<file path="config.mk">
export PLATFORM = sky130hd
export DESIGN_NAME = fifo_burst_writer_flat
export DESIGN_NICKNAME = d
export VERILOG_FILES = /design/src/rtl/fifo_burst_writer_if.sv /design/src/rtl/fifo_burst_writer.sv /design/src/flat_wrapper.sv
export SDC_FILE = /design/constraint.sdc
export NUM_CORES = 1
export LEC_CHECK = 0
export ABC_AREA = 0
export ABC_CLOCK_PERIOD_IN_PS = 3500
export CORE_MARGIN = 1
export CORE_UTILIZATION = 44
export CTS_CLUSTER_DIAMETER = 30
export DETAILED_ROUTE_END_ITERATION = 7
export GPL_TIMING_DRIVEN = 0
export PLACE_DENSITY = 0.84
export SLEW_MARGIN = 20
export SYNTH_ARGS = -nofsm -noshare
export SYNTH_HDL_FRONTEND = slang
export SYNTH_SLANG_ARGS = --single-unit
</file>
<file path="constraint.sdc">
create_clock -name wr_clk -period 3.5 [get_ports wr_clk]
set_clock_uncertainty 0.15 [all_clocks]
set_input_delay 0.35 -clock wr_clk [delete_from_list [all_inputs] [get_ports wr_clk]]
set_output_delay 0.35 -clock wr_clk [all_outputs]
set_load 0.05 [all_outputs]
</file>
<file path="src/rtl/fifo_burst_writer_if.sv">
// Stream-in / FIFO-write-out bundle for fifo_burst_writer.
// master = burst writer; slave = upstream source plus FIFO.
interface fifo_burst_writer_if #(
  parameter int P_DATA_WIDE = 8
);

  logic                   s_valid;
  logic [P_DATA_WIDE-1:0] s_data;
  logic                   s_ready;
  logic                   fifo_wr_en;
  logic [P_DATA_WIDE-1:0] fifo_wr_din;
  logic                   fifo_full;
  logic                   fifo_almost_full;

  modport master (
    input  s_valid,
    input  s_data,
    input  fifo_full,
    input  fifo_almost_full,
    output s_ready,
    output fifo_wr_en,
    output fifo_wr_din
  );

  modport slave (
    output s_valid,
    output s_data,
    output fifo_full,
    output fifo_almost_full,
    input  s_ready,
    input  fifo_wr_en,
    input  fifo_wr_din
  );

endinterface

</file>
<file path="src/rtl/fifo_burst_writer.sv">
// Burst write master: moves burst_len stream beats into the FIFO.
// Optional stall counter enabled by defining WR_STALL_CNT_EN.
module fifo_burst_writer #(
  parameter int P_DATA_WIDE = 8,
  parameter int P_LEN_WIDE  = 16
) (
  input  logic                  rst,
  input  logic                  wr_clk,
  input  logic                  start,
  input  logic [P_LEN_WIDE-1:0] burst_len,
  input  logic                  abort,
  output logic                  busy,
  output logic                  done,
  output logic [P_LEN_WIDE-1:0] wr_count,
  output logic [15:0]           stall_cnt,
  fifo_burst_writer_if.master   bus
);

  typedef enum logic [1:0] {
    IDLE,
    RUN,
    DONE
  } state_t;

  state_t state;
  state_t state_nxt;

  logic [P_LEN_WIDE-1:0]  remaining;
  logic [P_LEN_WIDE-1:0]  rem_nxt;
  logic [P_LEN_WIDE-1:0]  cnt_nxt;
  logic                   ready_w;
  logic                   accept;
  logic                   start_ok;
  logic                   wr_en_q;
  logic [P_DATA_WIDE-1:0] din_q;

  assign ready_w  = (state == RUN)
                  && !bus.fifo_almost_full
                  && !bus.fifo_full;
  assign accept   = bus.s_valid && ready_w;
  assign start_ok = (state == IDLE) && start;

  assign bus.s_ready     = ready_w;
  assign bus.fifo_wr_en  = wr_en_q;
  assign bus.fifo_wr_din = din_q;

  assign busy = (state == RUN);
  assign done = (state == DONE);

  // Next state and burst counters; abort beats the last-beat exit.
  always_comb begin
    state_nxt = state;
    rem_nxt   = remaining;
    cnt_nxt   = wr_count;
    unique case (state)
      IDLE: begin
        if (start) begin
          cnt_nxt = '0;
          if (burst_len != '0) begin
            state_nxt = RUN;
            rem_nxt   = burst_len;
          end else begin
            state_nxt = DONE;
          end
        end
      end
      RUN: begin
        if (accept) begin
          rem_nxt = remaining - P_LEN_WIDE'(1);
          cnt_nxt = wr_count + P_LEN_WIDE'(1);
        end
        if (abort) begin
          state_nxt = IDLE;
        end else if (accept
                     && remaining == P_LEN_WIDE'(1)) begin
          state_nxt = DONE;
        end
      end
      DONE: begin
        state_nxt = IDLE;
      end
      default: begin
        state_nxt = IDLE;
      end
    endcase
  end

  // State, counters and the one-cycle write pipeline.
  always_ff @(posedge wr_clk or posedge rst) begin
    if (rst) begin
      state     <= IDLE;
      remaining <= '0;
      wr_count  <= '0;
      wr_en_q   <= 1'b0;
      din_q     <= '0;
    end else begin
      state     <= state_nxt;
      remaining <= rem_nxt;
      wr_count  <= cnt_nxt;
      wr_en_q   <= accept;
      if (accept) begin
        din_q <= bus.s_data;
      end
    end
  end

`ifdef WR_STALL_CNT_EN
  logic [15:0] stall_q;
  logic        stall_hit;

  assign stall_hit = (state == RUN)
                   && bus.s_valid
                   && !ready_w;
  assign stall_cnt = stall_q;

  // Saturating count of cycles the source waited on the FIFO.
  always_ff @(posedge wr_clk or posedge rst) begin
    if (rst) begin
      stall_q <= '0;
    end else if (start_ok) begin
      stall_q <= '0;
    end else if (stall_hit
                 && stall_q != 16'hFFFF) begin
      stall_q <= stall_q + 16'd1;
    end
  end
`else
  logic unused_start_ok;

  assign unused_start_ok = start_ok;
  assign stall_cnt       = '0;
`endif

endmodule

</file>
<file path="src/flat_wrapper.sv">
// flat-port wrapper written by rule: the top's interface ports become plain ports
module fifo_burst_writer_flat 
#(
  parameter int P_DATA_WIDE = 8,
  parameter int P_LEN_WIDE  = 16
)
  (rst, wr_clk, start, burst_len, abort, busy, done, wr_count, stall_cnt, bus_s_valid, bus_s_data, bus_fifo_full, bus_fifo_almost_full, bus_s_ready, bus_fifo_wr_en, bus_fifo_wr_din);
  fifo_burst_writer_if #(.P_DATA_WIDE(P_DATA_WIDE)) bus_i ();
  input  logic rst;
  input  logic wr_clk;
  input  logic start;
  input  logic [P_LEN_WIDE-1:0] burst_len;
  input  logic abort;
  output logic busy;
  output logic done;
  output logic [P_LEN_WIDE-1:0] wr_count;
  output logic [15:0] stall_cnt;
  input wire logic [$bits(bus_i.s_valid)-1:0] bus_s_valid;
  input wire logic [$bits(bus_i.s_data)-1:0] bus_s_data;
  input wire logic [$bits(bus_i.fifo_full)-1:0] bus_fifo_full;
  input wire logic [$bits(bus_i.fifo_almost_full)-1:0] bus_fifo_almost_full;
  output wire logic [$bits(bus_i.s_ready)-1:0] bus_s_ready;
  output wire logic [$bits(bus_i.fifo_wr_en)-1:0] bus_fifo_wr_en;
  output wire logic [$bits(bus_i.fifo_wr_din)-1:0] bus_fifo_wr_din;
  assign bus_i.s_valid = bus_s_valid;
  assign bus_i.s_data = bus_s_data;
  assign bus_i.fifo_full = bus_fifo_full;
  assign bus_i.fifo_almost_full = bus_fifo_almost_full;
  assign bus_s_ready = bus_i.s_ready;
  assign bus_fifo_wr_en = bus_i.fifo_wr_en;
  assign bus_fifo_wr_din = bus_i.fifo_wr_din;
  fifo_burst_writer #(.P_DATA_WIDE(P_DATA_WIDE), .P_LEN_WIDE(P_LEN_WIDE)) u_core (.rst(rst), .wr_clk(wr_clk), .start(start), .burst_len(burst_len), .abort(abort), .busy(busy), .done(done), .wr_count(wr_count), .stall_cnt(stall_cnt), .bus(bus_i));
endmodule
</file>
## Word-level counts from Yosys, hierarchy flattened

Cells that the tools add are included.

- Register bits: 43
- Latch bits: 0
- RAM bits: 0
- Memory bits (read-only): 0
- Word-level logic and storage cells: 38
- Memories kept: 0

- $add $sub $neg: 2
- $mul: 0
- Divide/modulo/power cells: 0
- $lt $le $gt $ge: 0
- Equal/unequal tests: 7
- Shift operators: 0
- Muxes and demuxes: 12
- Bitwise operators: 0
- Reduce and logical (&&, ||, !) cells: 12

Operators by type and width:

| operator | count |
|---|---|
| 2-to-1 mux 16 bit | 5 |
| case mux 16 bit (2 select lines) | 2 |
| adder 16 x 1 -> 16 bit, second input constant | 1 |
| equality test 16 x 1 -> 1 bit, second input constant | 1 |
| nonzero test 16 bit | 1 |
| subtractor 16 x 1 -> 16 bit, second input constant | 1 |
| 2-to-1 mux 2 bit | 4 |
| logical AND 1 bit | 4 |
| != test 2 bit, second input constant | 2 |
| case mux 2 bit (2 select lines) | 1 |
| AND reduction 4 bit | 1 |
| != test 3 x 2 -> 1 bit, second input constant | 1 |
| AND reduction 3 bit | 1 |
| equality test 2 x 1 -> 1 bit, second input constant | 1 |
| equality test 2 bit, second input constant | 1 |
| zero test 1 bit | 2 |
| zero test 2 bit | 1 |
| != test 2 x 1 -> 1 bit, second input constant | 1 |
| AND reduction 2 bit | 1 |
| nonzero test 2 bit | 1 |

## Depth between registers and ports, before layout

Gate-level depths: netlist (run 1).

- Word-level depth: 8
- Gate-level depth with buffers: 8
- Depth with buffers taken out: 7

## Worst setup path after synthesis (run 1)

No wires, ideal clock.

- Kind: flip-flop to output port
- From: register u_core.state[1]
- To: output bus_s_ready
- Arrival time: 2.056 ns
- Required time: 3.000 ns
- Path slack: 0.944 ns
- Stages on the path, launching flop included: 6
- Buffers on the path: 3
- Path through: dfrtp_1 > clkbuf_1 > nand2b_1 > clkbuf_1 > clkbuf_1 > nor3_1

- Word-level cells in the longest chain between the ends: 3

Ends and longest elaborated chain:

| what | RTL line | source |
|---|---|---|
| start: declaration | fifo_burst_writer.sv:25 | `state_t state;` |
| start signal: assignment | fifo_burst_writer.sv:97 | `state <= state_nxt;` |
| equality test 2 x 1 -> 1 bit | fifo_burst_writer.sv:37 | `assign ready_w = (state == RUN)` |
| logical AND 1 bit | fifo_burst_writer.sv:38 | `&& !bus.fifo_almost_full` |
| logical AND 1 bit | fifo_burst_writer.sv:39 | `&& !bus.fifo_full;` |
| end: declaration | flat_wrapper.sv:22 | `output wire logic [$bits(bus_i.s_ready)-1:0] bus_s_ready;` |

Every way passes these cells.

## Worst setup path after layout (run 1)

- From: register u_core.state[1]
- To: output busy

- Word-level cells in the longest chain between the ends: 1

Ends and longest elaborated chain:

| what | RTL line | source |
|---|---|---|
| equality test 2 x 1 -> 1 bit | fifo_burst_writer.sv:47 | `assign busy = (state == RUN);` |
| end: declaration | flat_wrapper.sv:14 | `output logic busy;` |

Every way passes these cells.

==> flow_metrics.env, run 1 <==
export IMPL_post_place_ws_ps=629
export IMPL_std_cell_rows=26
export IMPL_yosys_area_top_type="dfrtp_1"
export IMPL_layout_cells_non_filler=415
export IMPL_drtIter0Drc=236
export IMPL_crit_path_max_fanout=10
export IMPL_clockBufferDepth=2
export IMPL_p_total_mw=2.33
export IMPL_cts_resized=0
export IMPL_critPathKind="register to output port"
export IMPL_globalRouteTotalUtil_pct=22.4
export IMPL_p_leak_nw=1.38
export IMPL_synth_cell_types=52
export IMPL_rsz0062_at_grt="no"
export IMPL_fmax_mhz=310
export IMPL_cap_violations=0
export IMPL_drc=0
export IMPL_ys_seq_area_share_pct=44.4
export IMPL_syn2layout_area_growth_pct=35.3
export IMPL_placed_cells=408
export IMPL_slew_violations=0
export IMPL_tightest_slew_ps=934
export IMPL_cts_inserted_buffers=5
export IMPL_cts_sinks=43
export IMPL_async_flop_share_pct=100
export IMPL_grt_max_degree=25
export IMPL_finalSetupViolCount=0
export IMPL_ios=75
export IMPL_cts_root_buf="clkbuf_8"
export IMPL_synth_common_cells="dfrtp_1, nor2_1, nand2_1"
export IMPL_hold_viol_final=0
export IMPL_hold_class="input pin to asynchronous set/reset pin"
export IMPL_synth_edf_count=0
export IMPL_cts_tree="done"
export IMPL_worstPathRequired_ps=3000
export IMPL_yosys_register_bits=43
export IMPL_regToRegSetupSlack_ps=950
export IMPL_power_density_nw_per_um2=711
export IMPL_synth_most_common_cell="dfrtp_1"
export IMPL_dieHeight_um=76.2
export IMPL_layout_setup_ws_ps=272
export IMPL_htreeDepth=2
export IMPL_outcome="finished clean"
export IMPL_gp_congestion=0.923
export IMPL_grt_pass1_wl_mm=10.4
export IMPL_via_count=2252
export IMPL_final_nets=379
export IMPL_end_kind="output port"
export IMPL_drive_above_1_share_pct=11.9
export IMPL_slew_headroom_pct=37.3
export IMPL_vias_per_cell=5.43
export IMPL_die_area_sq_um=5800
export IMPL_overflow=0
export IMPL_start_util_pct=46.5
export IMPL_cts_setup_buffers=0
export IMPL_diodes=0
export IMPL_hpwl_mm=4.76
export IMPL_routed_wirelength_mm=6.20
export IMPL_worstPathArrival_ps=2730
export IMPL_synth_top_cell_area_share_pct=44.4
export IMPL_portBuffers=58
export IMPL_clkLatencyLatePin_ps=300
export IMPL_min_period_ps=3230
export IMPL_ant_nets=0
export IMPL_critPathLaunchType="register"
export IMPL_setup_tns_ps=0
export IMPL_syn_mean_instance_area_sq_um=9.17
export IMPL_grt_pass1_vias=2094
export IMPL_first_pass_iters=5
export IMPL_antenna_found_initial=0
export IMPL_synth_area_top_cells="dfrtp_1, buf_4, nor2_1"
export IMPL_irDropWorstVdd_mv=0.440
export IMPL_post_drt_wl_per_cell_um=14.9
export IMPL_synth_cells=264
export IMPL_synthFlopType="dfrtp_1"
export IMPL_die_w_um=76.2
export IMPL_cts_hold_buf=0
export IMPL_coreArea_sq_um=5200
export IMPL_synth_area_sq_um=2420
export IMPL_fin_crit_sh_pct=92.2
export IMPL_clk_pin_slew_ps=90
export IMPL_yosys_warnings=0
==> state kept, by name (all words and copies together), names as in the netlist <==
register,flops
u_core.bus.fifo_wr_en,1
u_core.remaining,16
u_core.wr_count,16
u_core.bus.fifo_wr_din,8
u_core.state,2
==> area by class of cell <==
| type | instances | area (sq um) |
|---|---|---|
| fillers | 437 | 1930 |
| multi-input cells | 203 | 1210 |
| flip-flops and latches | 43 | 1080 |
| repair buffers | 59 | 608 |
| plain buffers | 26 | 169 |
| well taps | 70 | 87.6 |
| clock buffers | 6 | 72.6 |
| clock inverters | 1 | 30.0 |
| inverters | 7 | 26.3 |
==> kinds of logic (layout without fill, tap and decap cells) <==
| kind of cell | Yosys count | in the layout | synth area share (%) |
|---|---|---|---|
| mux | 9 | 9 | 4.19 |
| other cells | 1 | 16 | 0.155 |
| buf+inv | 33 | 99 | 8.06 |
| compound gates | 58 | 58 | 15.1 |
| fa+ha+maj | 3 | 3 | 1.55 |
| simple gates | 104 | 104 | 21.8 |
| xor+xnor | 13 | 13 | 4.70 |
| flops | 43 | 43 | 44.4 |
==> final timing paths <==
path | from | depth (start not counted) | end
min | rst | 2 | u_core.remaining[11]
max in group asynchronous | rst | 3 | u_core.remaining[7]
min reg2reg | u_core.remaining[13] | 2 | u_core.remaining[13]
max reg2reg | u_core.remaining[0] | 6 | u_core.remaining[14]
min in group wr_clk | u_core.remaining[13] | 2 | u_core.remaining[13]
max | u_core.state[1] | 6 | busy
==> routing by layer <==
metal | track usage (%) | routed length, um | vias to the layer above
met2 | 37.5 | 3050 | 89
met1 | 29.1 | 2670 | 1072
li1 | - | - | 1079
met3 | 3.35 | 353 | 12
met4 | 8.85 | 128 | 0
met5 | 0 | 0 | -
==> critical path, stage by stage, from the launching register on <==
cell and delay [ps]:
dfrtp_1 360, clkbuf_1 200, nand2b_1 190, clkbuf_1 160, inv_1 170, buf_1 430, clkdlybuf4s50_1 900
==> cell usage in the layout (no fill, tap or decap), types with 2 or more instances in the layout <==
| master | Yosys | layout |
|---|---|---|
| mux2_2 | 9 | 9 |
| clkbuf_1 | 7 | 8 |
| dfrtp_1 | 43 | 43 |
| or3_1 | 2 | 2 |
| nand3_1 | 8 | 8 |
| nand2_1 | 23 | 23 |
| a31oi_1 | 2 | 2 |
| a22oi_1 | 2 | 2 |
| nor2_1 | 30 | 30 |
| ha_1 | 3 | 3 |
| conb_1 | 1 | 16 |
| a21o_1 | 3 | 3 |
| and3_1 | 3 | 3 |
| xnor2_1 | 6 | 6 |
| nor3_1 | 7 | 7 |
| nand4_1 | 4 | 4 |
| nand2b_1 | 2 | 2 |
| buf_4 | 16 | 16 |
| clkbuf_8 | 1 | 6 |
| or4_1 | 2 | 2 |
| a21oi_1 | 16 | 16 |
| clkdlybuf4s50_1 | 0 | 58 |
| nor4_1 | 13 | 13 |
| a211oi_1 | 2 | 2 |
| xor2_1 | 7 | 7 |
| o211ai_1 | 2 | 2 |
| o21ai_0 | 15 | 15 |
| o22ai_1 | 4 | 4 |
| inv_1 | 7 | 6 |
==> where the power goes <==
part | internal, mW | switching (mW) | leakage [nW]
clock network | 0.209 | 0.164 | 0.0513
registers | 0.658 | 0.160 | 0.542
logic | 0.420 | 0.716 | 0.785
==> per-stage QoR <==
step                      hold slack, ps  util (%)  area, sq um
after global placement               338      60.4         3150
after detailed placement             352      61.0         3170
after global routing                 280      62.9         3280
final                                236      62.9         3280
after CTS                            258      62.9         3280
after floorplan                      321         -         2480
No activity file was read; power rests on OpenSTA's default activity.
==> run 2: changes to the inputs <==
CTS_CLUSTER_DIAMETER = 60   (was 30)
HOLD_SLACK_MARGIN = 0.12   (was not set)
==> results of run 2 <==
Final layout, timing and power as in run 1 (identical DEF).
